--- src/rtl/game_flow_ctrl.sv ---
// Typing-game flow sequencer: SELECT -> COUNTDOWN -> INGAME -> FINISH, driven by a 100 Hz enable.
// Optional FINISH auto-return to SELECT is enabled by defining GAME_FLOW_AUTO_RETURN_EN.
module game_flow_ctrl #(
  parameter int TICKS_PER_SEC   = 100,
  parameter int CD_SECONDS      = 3,
  parameter int T_MIN           = 15,
  parameter int T_MAX           = 60,
  parameter int T_STEP          = 15,
  parameter int W_MIN           = 10,
  parameter int W_MAX           = 50,
`ifdef GAME_FLOW_AUTO_RETURN_EN
  parameter int W_STEP          = 10,
  parameter int AUTO_RETURN_SEC = 10
`else
  parameter int W_STEP          = 10
`endif
) (
  input  logic       clk,
  input  logic       rst,
  input  logic       tick_100hz,
  input  logic       btn_start,
  input  logic       btn_abort,
  input  logic       btn_mode,
  input  logic       btn_up,
  input  logic       btn_down,
  input  logic       finish,
  output logic [1:0] state,
  output logic       mode,
  output logic [6:0] value,
  output logic [1:0] cd_digit,
  output logic       game_start,
  output logic [7:0] elapsed_sec,
  output logic       round_done
);

  localparam logic [1:0] S_SELECT    = 2'd0;
  localparam logic [1:0] S_COUNTDOWN = 2'd1;
  localparam logic [1:0] S_INGAME    = 2'd2;
  localparam logic [1:0] S_FINISH    = 2'd3;

  localparam int TICK_W = (TICKS_PER_SEC > 1) ? $clog2(TICKS_PER_SEC) : 1;
  localparam logic [TICK_W-1:0] TICK_LAST = TICK_W'(TICKS_PER_SEC - 1);

  localparam logic [6:0] T_MIN_V  = 7'(T_MIN);
  localparam logic [6:0] T_MAX_V  = 7'(T_MAX);
  localparam logic [6:0] T_STEP_V = 7'(T_STEP);
  localparam logic [6:0] W_MIN_V  = 7'(W_MIN);
  localparam logic [6:0] W_MAX_V  = 7'(W_MAX);
  localparam logic [6:0] W_STEP_V = 7'(W_STEP);
  localparam logic [1:0] CD_INIT  = 2'(CD_SECONDS);

`ifdef GAME_FLOW_AUTO_RETURN_EN
  localparam int DWELL_W = $clog2(AUTO_RETURN_SEC + 1);
  localparam logic [DWELL_W-1:0] DWELL_LAST = DWELL_W'(AUTO_RETURN_SEC - 1);
`endif

  // Saturating helpers: the 8-bit intermediate keeps the 7-bit bounds from wrapping.
  function automatic logic [6:0] sat_step_up(input logic [6:0] v, input logic [6:0] step,
                                             input logic [6:0] max);
    logic [7:0] sum;
    sum = {1'b0, v} + {1'b0, step};
    return (sum > {1'b0, max}) ? max : sum[6:0];
  endfunction

  function automatic logic [6:0] sat_step_down(input logic [6:0] v, input logic [6:0] step,
                                               input logic [6:0] min);
    logic [7:0] floor_plus;
    floor_plus = {1'b0, min} + {1'b0, step};
    return ({1'b0, v} < floor_plus) ? min : (v - step);
  endfunction

  function automatic logic [7:0] sat_inc8(input logic [7:0] v);
    return (v == 8'hFF) ? v : (v + 8'd1);
  endfunction

  logic [TICK_W-1:0] tick_cnt;
  logic [TICK_W-1:0] tick_cnt_nxt;
  logic [1:0]        state_nxt;
  logic              mode_nxt;
  logic [6:0]        value_nxt;
  logic [1:0]        cd_digit_nxt;
  logic [7:0]        elapsed_nxt;
  logic              game_start_nxt;
  logic              round_done_nxt;
`ifdef GAME_FLOW_AUTO_RETURN_EN
  logic [DWELL_W-1:0] dwell_cnt;
  logic [DWELL_W-1:0] dwell_cnt_nxt;
`endif

  logic [6:0] cur_min;
  logic [6:0] cur_max;
  logic [6:0] cur_step;
  logic [6:0] other_min;
  logic       sec_roll;

  always_comb begin
    cur_min   = mode ? W_MIN_V  : T_MIN_V;
    cur_max   = mode ? W_MAX_V  : T_MAX_V;
    cur_step  = mode ? W_STEP_V : T_STEP_V;
    other_min = mode ? T_MIN_V  : W_MIN_V;
  end

  assign sec_roll = tick_100hz && (tick_cnt == TICK_LAST);

  always_comb begin
    state_nxt      = state;
    mode_nxt       = mode;
    value_nxt      = value;
    cd_digit_nxt   = cd_digit;
    tick_cnt_nxt   = tick_cnt;
    elapsed_nxt    = elapsed_sec;
    game_start_nxt = 1'b0;
    round_done_nxt = 1'b0;
`ifdef GAME_FLOW_AUTO_RETURN_EN
    dwell_cnt_nxt  = dwell_cnt;
`endif

    if (btn_abort && (state != S_SELECT)) begin
      state_nxt    = S_SELECT;
      cd_digit_nxt = 2'd0;
      tick_cnt_nxt = '0;
      elapsed_nxt  = 8'd0;
    end else begin
      case (state)
        S_SELECT: begin
          // Abort in SELECT does nothing but still masks the lower-priority buttons.
          if (btn_abort) begin
            state_nxt = S_SELECT;
          end else if (btn_start) begin
            state_nxt    = S_COUNTDOWN;
            cd_digit_nxt = CD_INIT;
            tick_cnt_nxt = '0;
            elapsed_nxt  = 8'd0;
          end else if (btn_mode) begin
            mode_nxt  = ~mode;
            value_nxt = other_min;
          end else if (btn_up) begin
            value_nxt = sat_step_up(value, cur_step, cur_max);
          end else if (btn_down) begin
            value_nxt = sat_step_down(value, cur_step, cur_min);
          end
        end

        S_COUNTDOWN: begin
          if (sec_roll) begin
            tick_cnt_nxt = '0;
            cd_digit_nxt = cd_digit - 2'd1;
            if (cd_digit == 2'd1) begin
              state_nxt      = S_INGAME;
              game_start_nxt = 1'b1;
            end
          end else if (tick_100hz) begin
            tick_cnt_nxt = tick_cnt + TICK_W'(1);
          end
        end

        S_INGAME: begin
          // finish wins over a coinciding second rollover, so that increment is lost.
          if (finish) begin
            state_nxt      = S_FINISH;
            round_done_nxt = 1'b1;
            tick_cnt_nxt   = '0;
`ifdef GAME_FLOW_AUTO_RETURN_EN
            dwell_cnt_nxt  = '0;
`endif
          end else if (sec_roll) begin
            tick_cnt_nxt = '0;
            elapsed_nxt  = sat_inc8(elapsed_sec);
          end else if (tick_100hz) begin
            tick_cnt_nxt = tick_cnt + TICK_W'(1);
          end
        end

        S_FINISH: begin
          if (btn_start) begin
            state_nxt    = S_SELECT;
            tick_cnt_nxt = '0;
          end
`ifdef GAME_FLOW_AUTO_RETURN_EN
          else if (sec_roll) begin
            tick_cnt_nxt = '0;
            if (dwell_cnt == DWELL_LAST) begin
              state_nxt     = S_SELECT;
              dwell_cnt_nxt = '0;
            end else begin
              dwell_cnt_nxt = dwell_cnt + DWELL_W'(1);
            end
          end else if (tick_100hz) begin
            tick_cnt_nxt = tick_cnt + TICK_W'(1);
          end
`endif
        end

        default: state_nxt = S_SELECT;
      endcase
    end
  end

  // Register stage: every output is a flop, updated from the next-state logic above.
  always_ff @(posedge clk or negedge rst) begin
    if (!rst) begin
      state       <= S_SELECT;
      mode        <= 1'b0;
      value       <= T_MIN_V;
      cd_digit    <= 2'd0;
      tick_cnt    <= '0;
      elapsed_sec <= 8'd0;
      game_start  <= 1'b0;
      round_done  <= 1'b0;
    end else begin
      state       <= state_nxt;
      mode        <= mode_nxt;
      value       <= value_nxt;
      cd_digit    <= cd_digit_nxt;
      tick_cnt    <= tick_cnt_nxt;
      elapsed_sec <= elapsed_nxt;
      game_start  <= game_start_nxt;
      round_done  <= round_done_nxt;
    end
  end

`ifdef GAME_FLOW_AUTO_RETURN_EN
  always_ff @(posedge clk or negedge rst) begin
    if (!rst) begin
      dwell_cnt <= '0;
    end else begin
      dwell_cnt <= dwell_cnt_nxt;
    end
  end
`endif

endmodule
--- config.mk ---
export PLATFORM = sky130hd
export DESIGN_NAME = game_flow_ctrl
export DESIGN_NICKNAME = d
export VERILOG_FILES = /design/src/rtl/game_flow_ctrl.sv
export SDC_FILE = /design/constraint.sdc
export NUM_CORES = 1
export LEC_CHECK = 0
export CAP_MARGIN = 30
export CORE_ASPECT_RATIO = 0.75
export CORE_UTILIZATION = 55
export CTS_CLUSTER_SIZE = 10
export DETAILED_ROUTE_END_ITERATION = 16
export GPL_ROUTABILITY_DRIVEN = 0
export GPL_TIMING_DRIVEN = 0
export PLACE_DENSITY_LB_ADDON = 0.1
export SLEW_MARGIN = 10
export SYNTH_ARGS = -nofsm -noshare
export SYNTH_HDL_FRONTEND = slang
export SYNTH_SLANG_ARGS = --single-unit
--- constraint.sdc ---
create_clock -name clk -period 4.49 [get_ports clk]
set_clock_uncertainty 0.15 [all_clocks]
set_input_delay 0.449 -clock clk [delete_from_list [all_inputs] [get_ports clk]]
set_output_delay 0.449 -clock clk [all_outputs]
set_load 0.005 [all_outputs]
Yosys cells after proc, flatten, opt, wreduce, memory -nomap -nowiden

Index checks and enable logic that the tools add are counted.

Register bits: 29
Word-level logic and storage cells: 90
Output and inout port bits: 22
Input bits: 9

Bitwise gates (word level): 4
Add/sub/neg operators: 6
$lt $le $gt $ge: 2
Muxes and demuxes: 42
Eq/ne operators: 16
Reductions and logical operators: 12

Operators by type and width:

| cell                  | number |
|---|---|
| $mux W7               | 11 |
| $mux W8               | 6 |
| $pmux W7 S4           | 1 |
| $ne A3 B3 Y1 const B  | 9 |
| $mux W2               | 11 |
| $pmux W8 S2           | 1 |
| $reduce_and A5 Y1     | 3 |
| $reduce_bool A3 Y1    | 3 |
| $add A7 B4 Y8         | 1 |
| $add A8 B1 Y8 const B | 1 |
| $eq A8 B8 Y1 const B  | 1 |
| $gt A8 B6 Y1          | 1 |
| $pmux W2 S4           | 1 |
| $add A7 B1 Y7 const B | 1 |
| $eq A7 B7 Y1 const B  | 1 |
| $lt A7 B5 Y1          | 1 |
| $mux W1               | 7 |
| $sub A7 B4 Y7         | 1 |
| $mux W3               | 2 |
| $reduce_and A6 Y1     | 1 |
| $add A4 B4 Y5         | 1 |
| $eq A2 B1 Y1 const B  | 2 |
| $eq A2 B2 Y1 const B  | 2 |
| $mux W4               | 1 |
| other kinds (8)       | 12 |

Longest topological paths before layout

Gate-level depths: netlist (run 1).

Depth in word-level cells: 7
Gate-level depth with buffers: 12
Gate-level depth less buffers: 11

Worst setup path before layout (run 1)

OpenSTA, ideal clock, no wires.

Path kind: flip-flop to flip-flop
Start: register mode
End: register value[1]
Setup slack: 1.342 ns
Data arrival time: 2.910 ns
Cell stages (with the launch flop): 13
Cells stage by stage: dfrtp_1 > inv_1 > ha_1 > buf_4 > o21a_1 > o21ai_0 > o21ai_0 > ha_1 > nand2_1 > o21ai_0 > a41o_4 > mux2_4 > a221oi_2

Elaborated cells on any way between the ends: 12

RTL lines:

| item                   | RTL line | RTL |
|---|---|---|
| start, declared        | 28       | `output logic mode,` |
| start signal, assigned | 212      | `mode <= mode_nxt;` |
| $mux W4                | 98       | `cur_max = mode ? W_MAX_V : T_MAX_V;` |
| via cur_max[2]         | 91       | `logic [6:0] cur_max;` |
| $gt A8 B6 Y1           | 62       | `return (sum > {1'b0, max}) ? max : sum[6:0];` |
| $mux W7                | 62       |  |
| $mux W7                | 137      | `end else if (btn_up) begin` |
| $mux W7                | 134      | `end else if (btn_mode) begin` |
| end signal, assigned   | 213      | `value <= value_nxt;` |
| end, declared          | 29       | `output logic [6:0] value,` |

The timed path passes the listed nets, and every way through them passes these cells. The select of a mux whose other input is x is not followed.
A chain may end at the register's enable or synchronous reset.

Final worst setup path (run 1)

Ends and elaborated chain as after synthesis.

==> metrics.md, run 1 <==
| Metric | Value |
|---|---|
| Die ar. | `4294 um2` |
| CP cell instances | `inv_1 > ha_1 > buf_4 > o21a_1 > o21ai_0 > o21ai_0 > ha_1 > nand2_1 > o21ai_0 > a41o_4 > mux2_4 > a221oi_2` |
| Area of the multi-input gates | `1371 um2` |
| Root Buffer | `clkbuf_8` |
| Post-Syn Instances | `246` |
| CTS resizes | `0` |
| Final min period | `3.591 ns` |
| Asr flop ratio synth | `1.000` |
| Synth top area cells | `dfrtp_1 28%, ha_1 11%, o21ai_0 5.2%` |
| Initial drt markers | `212` |
| HPWL after DPL | `3.886 mm` |
| Clk_lat worst skew | `0.30 ns` |
| Gr usage total | `0.2830` |
| Utilization after layout | `0.7109` |
| Placement Cell Area | `2569 um2` |
| Sequential element share of the synthesized area | `0.3294` |
| Fin crit share | `0.7997` |
| Yosys warns | `0` |
| Final Max Tran Viols | `0` |
| Post-CTS setup buffers | `0` |
| CP bufs+invs | `2` |
| Switching pwr | `0.7480 mW` |
| I/O Pins | `31` |
| Residual DRC | `0` |
| EDFF count, synth | `0` |
| Final setup TNS | `0 ns` |
| Final instance area | `2670 um2` |
| CP delay by family, top | `compound AO/OA/AOI/OAI gates` |
| Core area | `3756 um2` |
| TritonCTS clock tree | `done` |
| Least-Margin Pin Slew | `0.7559 ns` |
| Maximum VDD drop | `0.0004826 V` |
| CP startpoint kind | `flop` |
| Relative slew slack | `0.4930` |
| Distinct cells, synth | `57` |
| Worst r2r src | `mode` |
| Fmax | `278.5 MHz` |
| Largest net degree at the start of global routing | `30` |
| Most common cell on crit path | `o21ai_0` |
| Drt first pass iters | `4` |
| Port buffer count | `29` |
| Power per cell area | `632.7 nW/um2` |
| Top FF cell, synth | `dfrtp_1` |
| CP required | `4.54 ns` |
| Slowest stage delay, CP | `0.59 ns` |
| Crit path DAT | `3.64 ns` |
| Syn nets | `274` |
| Max Cap Violations | `0` |
| Commonest cells after routing, fill and taps aside | `28 x clkdlybuf4s50_1, 25 x dfrtp_1, 23 x o21ai_0, 22 x nand2_1, 20 x nor2_1` |
| Synth top area share | `0.2820` |
| Rows | `19` |
| Via/cell ratio | `5.928` |
| Synth area leader | `dfrtp_1` |
| Final Hold Vio Count | `0` |
| Total power | `1.689 mW` |
| Synth Register Bits | `29` |
| First-pass GRT wire length | `8.963 mm` |
| CP max stage cell | `dfrtp_1` |
| Combinational power share | `0.598` |
| Total number of vias | `1986` |
| Final setup viols | `0` |
| HP Class | `primary input to asynchronous set/reset pin` |
| Cell Area, Synth | `2218 um2` |
| Fraction of layout cells with a size suffix above 1 | `0.09894` |
| Outcome | `finished clean` |
| Pint | `0.9413 mW` |
| CP startpoint | `mode` |
| Starting Density | `0.5906` |
| Number of antenna diodes | `0` |
| Antenna viol nets, final | `0` |
| Post-layout net count | `310` |
| WL/cell | `15.61 um` |
| Number of global-route vias before repair | `1824` |
| Syn avg cell area | `9.018 um2` |
| Most common library cell in the layout ignoring fill and taps | `clkdlybuf4s50_1` |
| Clk sink count | `29` |
| Setup CP Type | `flop to flop` |
| Worst hold slack | `0.01534 ns` |
| Static leakage | `1.148 nW` |
| Hold Buf Count CTS | `0` |
| Aggregate global routing overflow | `0` |
| WL final | `5.228 mm` |
| Seq pwr share | `0.256` |
| Storage cell area | `730.7 um2` |
| Fill count | `310` |
| CTS Buf Count | `5` |
| RSZ-0062 raised after global routing | `no` |
| Clock-pin slew on the worst setup and hold paths | `0.07 ns` |
| Layout area overhead | `20.36%` |
| Crit path depth | `12` |
| CP max FO | `11` |
| Setup crit end kind | `flop` |
| Sw Ratio | `0.4428` |
| H-tree depth | `2` |
| Die Span Y | `57 um` |
| Worst r2r path cells | `12` |
| Die width | `75.34 um` |
| Initial antenna violation count | `0` |
| Clock Path Buffers | `2` |
| Proportion of power drawn by the clock network | `0.146` |
## cells in the mapped netlist, drive strengths merged (2+ instances only)
cell type,count
xnor2,5
ha,19
nor2b,3
a21oi,13
o21ai,26
o22ai,2
dfstp,4
o2111ai,3
nand2,22
clkbuf,2
nor3,2
a221oi,2
nand4,3
xor2,8
dfrtp,25
nor4,2
a211oi,2
o31a,3
buf,4
inv,15
nand3,12
nand2b,6
and3,7
or3,2
a22o,2
nor2,20
o31ai,2
mux2i,6
and4,3
o211ai,2
## area by class of cell
cell class	count	share of cell area
clock inverter	1	0.001874
inverter	15	0.02109
tap	52	0.02437
sequential	29	0.2737
multi-input combinational	195	0.5136
clock buffer	7	0.03608
timing repair buffer	29	0.1068
buffer	7	0.02249
## metal layers
layer | wire length (um) | up-vias | track usage | part of all wire
met4 | 99 | 0 | 0.1190 | 0.019
met3 | 298 | 7 | 0.05300 | 0.057
met2 | 2093 | 58 | 0.3712 | 0.40
met1 | 2737 | 946 | 0.4476 | 0.52
li1 | - | 975 | - | -
met5 | 0 | - | 0 | 0
## through the flow
| stage | cells | worst slack, ns |
|---|---|---|
| floorplan | 246 | 1.342 |
| global placement | 327 | 1.020 |
| detailed placement | 327 | 0.9394 |
| CTS | 335 | 0.9306 |
| global route | 335 | 0.6253 |
| finish | 335 | 0.8994 |
## cell families after synthesis
| group | after synthesis | share of synthesized area |
|---|---|---|
| and+or+nand+nor | 88 | 0.2104 |
| AOI/OAI and AO/OA | 68 | 0.2155 |
| DFF | 29 | 0.3294 |
| buffers and inverters | 22 | 0.05245 |
| adders and majority gates | 19 | 0.1072 |
| xor gates and xnor gates | 13 | 0.05133 |
| muxes | 7 | 0.03384 |
## flip-flops by register name (all words and copies together) (netlist names)
signal and cells:
elapsed_sec 8, tick_cnt 7, value 7, cd_digit 2
state 2, game_start 1, mode 1, round_done 1
## power groups by stage
stage / Sequential, mW / Combinational, mW / Clock, mW
3_3_place_gp: 0.435 / 0.970 / 0
5_1_grt: 0.448 / 1.12 / 0.260
2_1_floorplan: 0.420 / 0.711 / 0
6_report: 0.433 / 1.01 / 0.246
4_1_cts: 0.435 / 1.00 / 0.249
3_5_place_dp: 0.440 / 0.992 / 0
## path summary, 6_finish.rpt
path	to	slack, ns
max in group asynchronous	round_done	3.76
min in group clk	elapsed_sec[7]	0.38
max reg2reg	value[1]	0.90
min	state[0]	0.02
max	value[1]	0.90
min reg2reg	elapsed_sec[7]	0.38
(Power assumes the default switching activity.)
==> inputs of run 2 (changes only) <==
Settings changed: CORE_UTILIZATION 55 to 50.
Clock period 4.49 ns to 3.1 ns, I/O delays scaled along.
==> run 2 against run 1 <==
  * First-iteration DRC count down 22%
  * Via count down 1.1%
  * Largest cell class unchanged
  * Highest routed layer unchanged
  * Critical endpoint unchanged
  * Routed wire length up 3.4%
  * Total power up 55%
==> metrics.md, run 2 (synthesis results as in run 1) <==
| Metric | Value |
|---|---|
| CP cell instances | `ha_1 > buf_6 > o21a_4 > o21ai_1 > o21ai_1 > ha_1 > buf_4 > nand4_1 > a41o_4 > mux2_4 > a221oi_2` |
| Utilization after layout | `0.6605` |
| Commonest cells after routing, fill and taps aside | `28 x clkdlybuf4s50_1, 24 x dfrtp_1, 22 x nand2_1, 20 x nor2_1, 20 x o21ai_0` |
| Combinational power share | `0.634` |
| CP bufs+invs | `2` |
| Gr usage total | `0.2515` |
| Total number of vias | `1965` |
| Most common library cell in the layout ignoring fill and taps | `clkdlybuf4s50_1` |
| Core area | `4154 um2` |
| Number of global-route vias before repair | `1810` |
| Fmax | `332.4 MHz` |
| Placement Cell Area | `2574 um2` |
| Fill count | `377` |
| Power per cell area | `952.8 nW/um2` |
| Slowest stage delay, CP | `0.54 ns` |
| H-tree depth | `2` |
| Seq pwr share | `0.235` |
| Fraction of layout cells with a size suffix above 1 | `0.1315` |
| Layout area overhead | `23.69%` |
| Starting Density | `0.5340` |
| Clock Path Buffers | `2` |
| Setup CP Type | `flop to flop` |
| Setup crit end kind | `flop` |
| Final instance area | `2744 um2` |
| CP required | `3.13 ns` |
| Clock-pin slew on the worst setup and hold paths | `0.06 ns` |
| Max reg flops | `8` |
| Static leakage | `1.180 nW` |
| Final Hold Vio Count | `0` |
| Final Max Tran Viols | `0` |
| Via/cell ratio | `5.712` |
| Pint | `1.472 mW` |
| Outcome | `finished clean` |
| Number of antenna diodes | `0` |
| Drt first pass iters | `4` |
| Antenna viol nets, final | `0` |
| CP max FO | `5` |
| CP startpoint kind | `flop` |
| Sw Ratio | `0.4371` |
| Clk_lat worst skew | `0.28 ns` |
| Pre-CTS WS | `-0.3411 ns` |
| Largest Register | `elapsed_sec` |
| Least-Margin Pin Slew | `0.7791 ns` |
| WL final | `5.404 mm` |
| TritonCTS clock tree | `done` |
| Die Span Y | `59.69 um` |
| Max Cap Violations | `0` |
| Setup WS post-layout | `0.09162 ns` |
| Final setup viols | `0` |
| Maximum VDD drop | `0.0005599 V` |
| Root Buffer | `clkbuf_8` |
| Initial drt markers | `165` |
| CP delay by family, top | `compound AO/OA/AOI/OAI gates` |
| Post-layout net count | `316` |
| HPWL after DPL | `3.879 mm` |
| Residual DRC | `0` |
| Fin crit share | `0.9704` |
| I/O Pins | `31` |
| Final min period | `3.008 ns` |
| Crit path DAT | `3.04 ns` |
| Initial antenna violation count | `0` |
| HP Class | `primary input to flop` |
| First-pass GRT wire length | `8.907 mm` |
| Relative slew slack | `0.4775` |
| Largest registers | `elapsed_sec (8), tick_cnt (7), value (7)` |
| Proportion of power drawn by the clock network | `0.132` |
| WL/cell | `15.71 um` |
| Switching pwr | `1.143 mW` |
| Clk sink count | `29` |
| Port buffer count | `29` |
| Die width | `78.92 um` |
| Total power | `2.614 mW` |
| Die ar. | `4710 um2` |
| CTS Buf Count | `5` |
| Rows | `20` |
| CP max stage cell | `dfstp_2` |
| Aggregate global routing overflow | `0` |
| Largest net degree at the start of global routing | `30` |
-- run 2: worst min-delay path: cells and delay by family --
family / cells / cell delay (ns)
xor gates and xnor gates: 1 / 0.06
buffers and inverters: 1 / 0.24
and+or+nand+nor: 1 / 0.09
-- run 2: power by group through the flow --
stage          clock, mW  sequential, mW  combinational [mW]
5_1_grt            0.368           0.629                1.82
3_5_place_dp           0           0.641                1.44
4_1_cts            0.353           0.612                1.51
3_3_place_gp           0           0.640                1.41
2_1_floorplan          0           0.610                1.03
6_report           0.344           0.614                1.66
-- run 2: path summary, 6_finish.rpt --
path                           startpoint        endpoint  slack, ns  cells past startpoint
setup reg to reg                 value[2]        value[1]       0.09                     11
hold reg to reg            elapsed_sec[7]  elapsed_sec[7]       0.39                      1
hold / removal                   btn_mode            mode       0.31                      3
setup / recovery                 value[2]        value[1]       0.09                     11
min in group asynchronous             rst     tick_cnt[5]       0.44                      2
max in group asynchronous             rst            mode       1.89                      2
-- run 2: cell type report --
class                   count  area (um2)  share of cell area
repair buffers             35       332.8              0.1213
flip-flops and latches     29       732.0              0.2668
plain buffers               7       63.81             0.02326
clock buffers               7       96.34             0.03511
inverters                  15       58.81             0.02143
clock inverters             1       5.005            0.001824
well taps                  55       68.82             0.02508
multi-input cells         195        1386              0.5052
-- run 2: per-layer routing --
| layer | track usage | vias to the layer above | routed length [um] |
|---|---|---|---|
| met1 | 0.3773 | 940 | 2857 |
| met4 | 0.05455 | 0 | 31 |
| met3 | 0.05038 | 4 | 198 |
| li1 | - | 984 | - |
| met2 | 0.3739 | 37 | 2315 |
| met5 | 0 | - | 0 |
-- run 2: timing repair --
item | in CTS | in global routing
pin swaps | 1 | 3
gates resized for setup | 4 | 7
endpoints found under the setup margin | 4 | 3
buffers inserted | 2 | 3
hold buffers | 1 | 0
endpoints found under the hold margin | 25 | 0
-- run 2: metrics by stage --
stage                     setup TNS (ns)  hold WS [ns]  std cells
final                                  0        0.3084        344
after global routing            -0.01954        0.3360        344
after CTS                              0        0.2992        341
after detailed placement         -0.7547        0.2272        330
after global placement           -0.6565        0.3650        330
after floorplan                        0       -0.1356        246
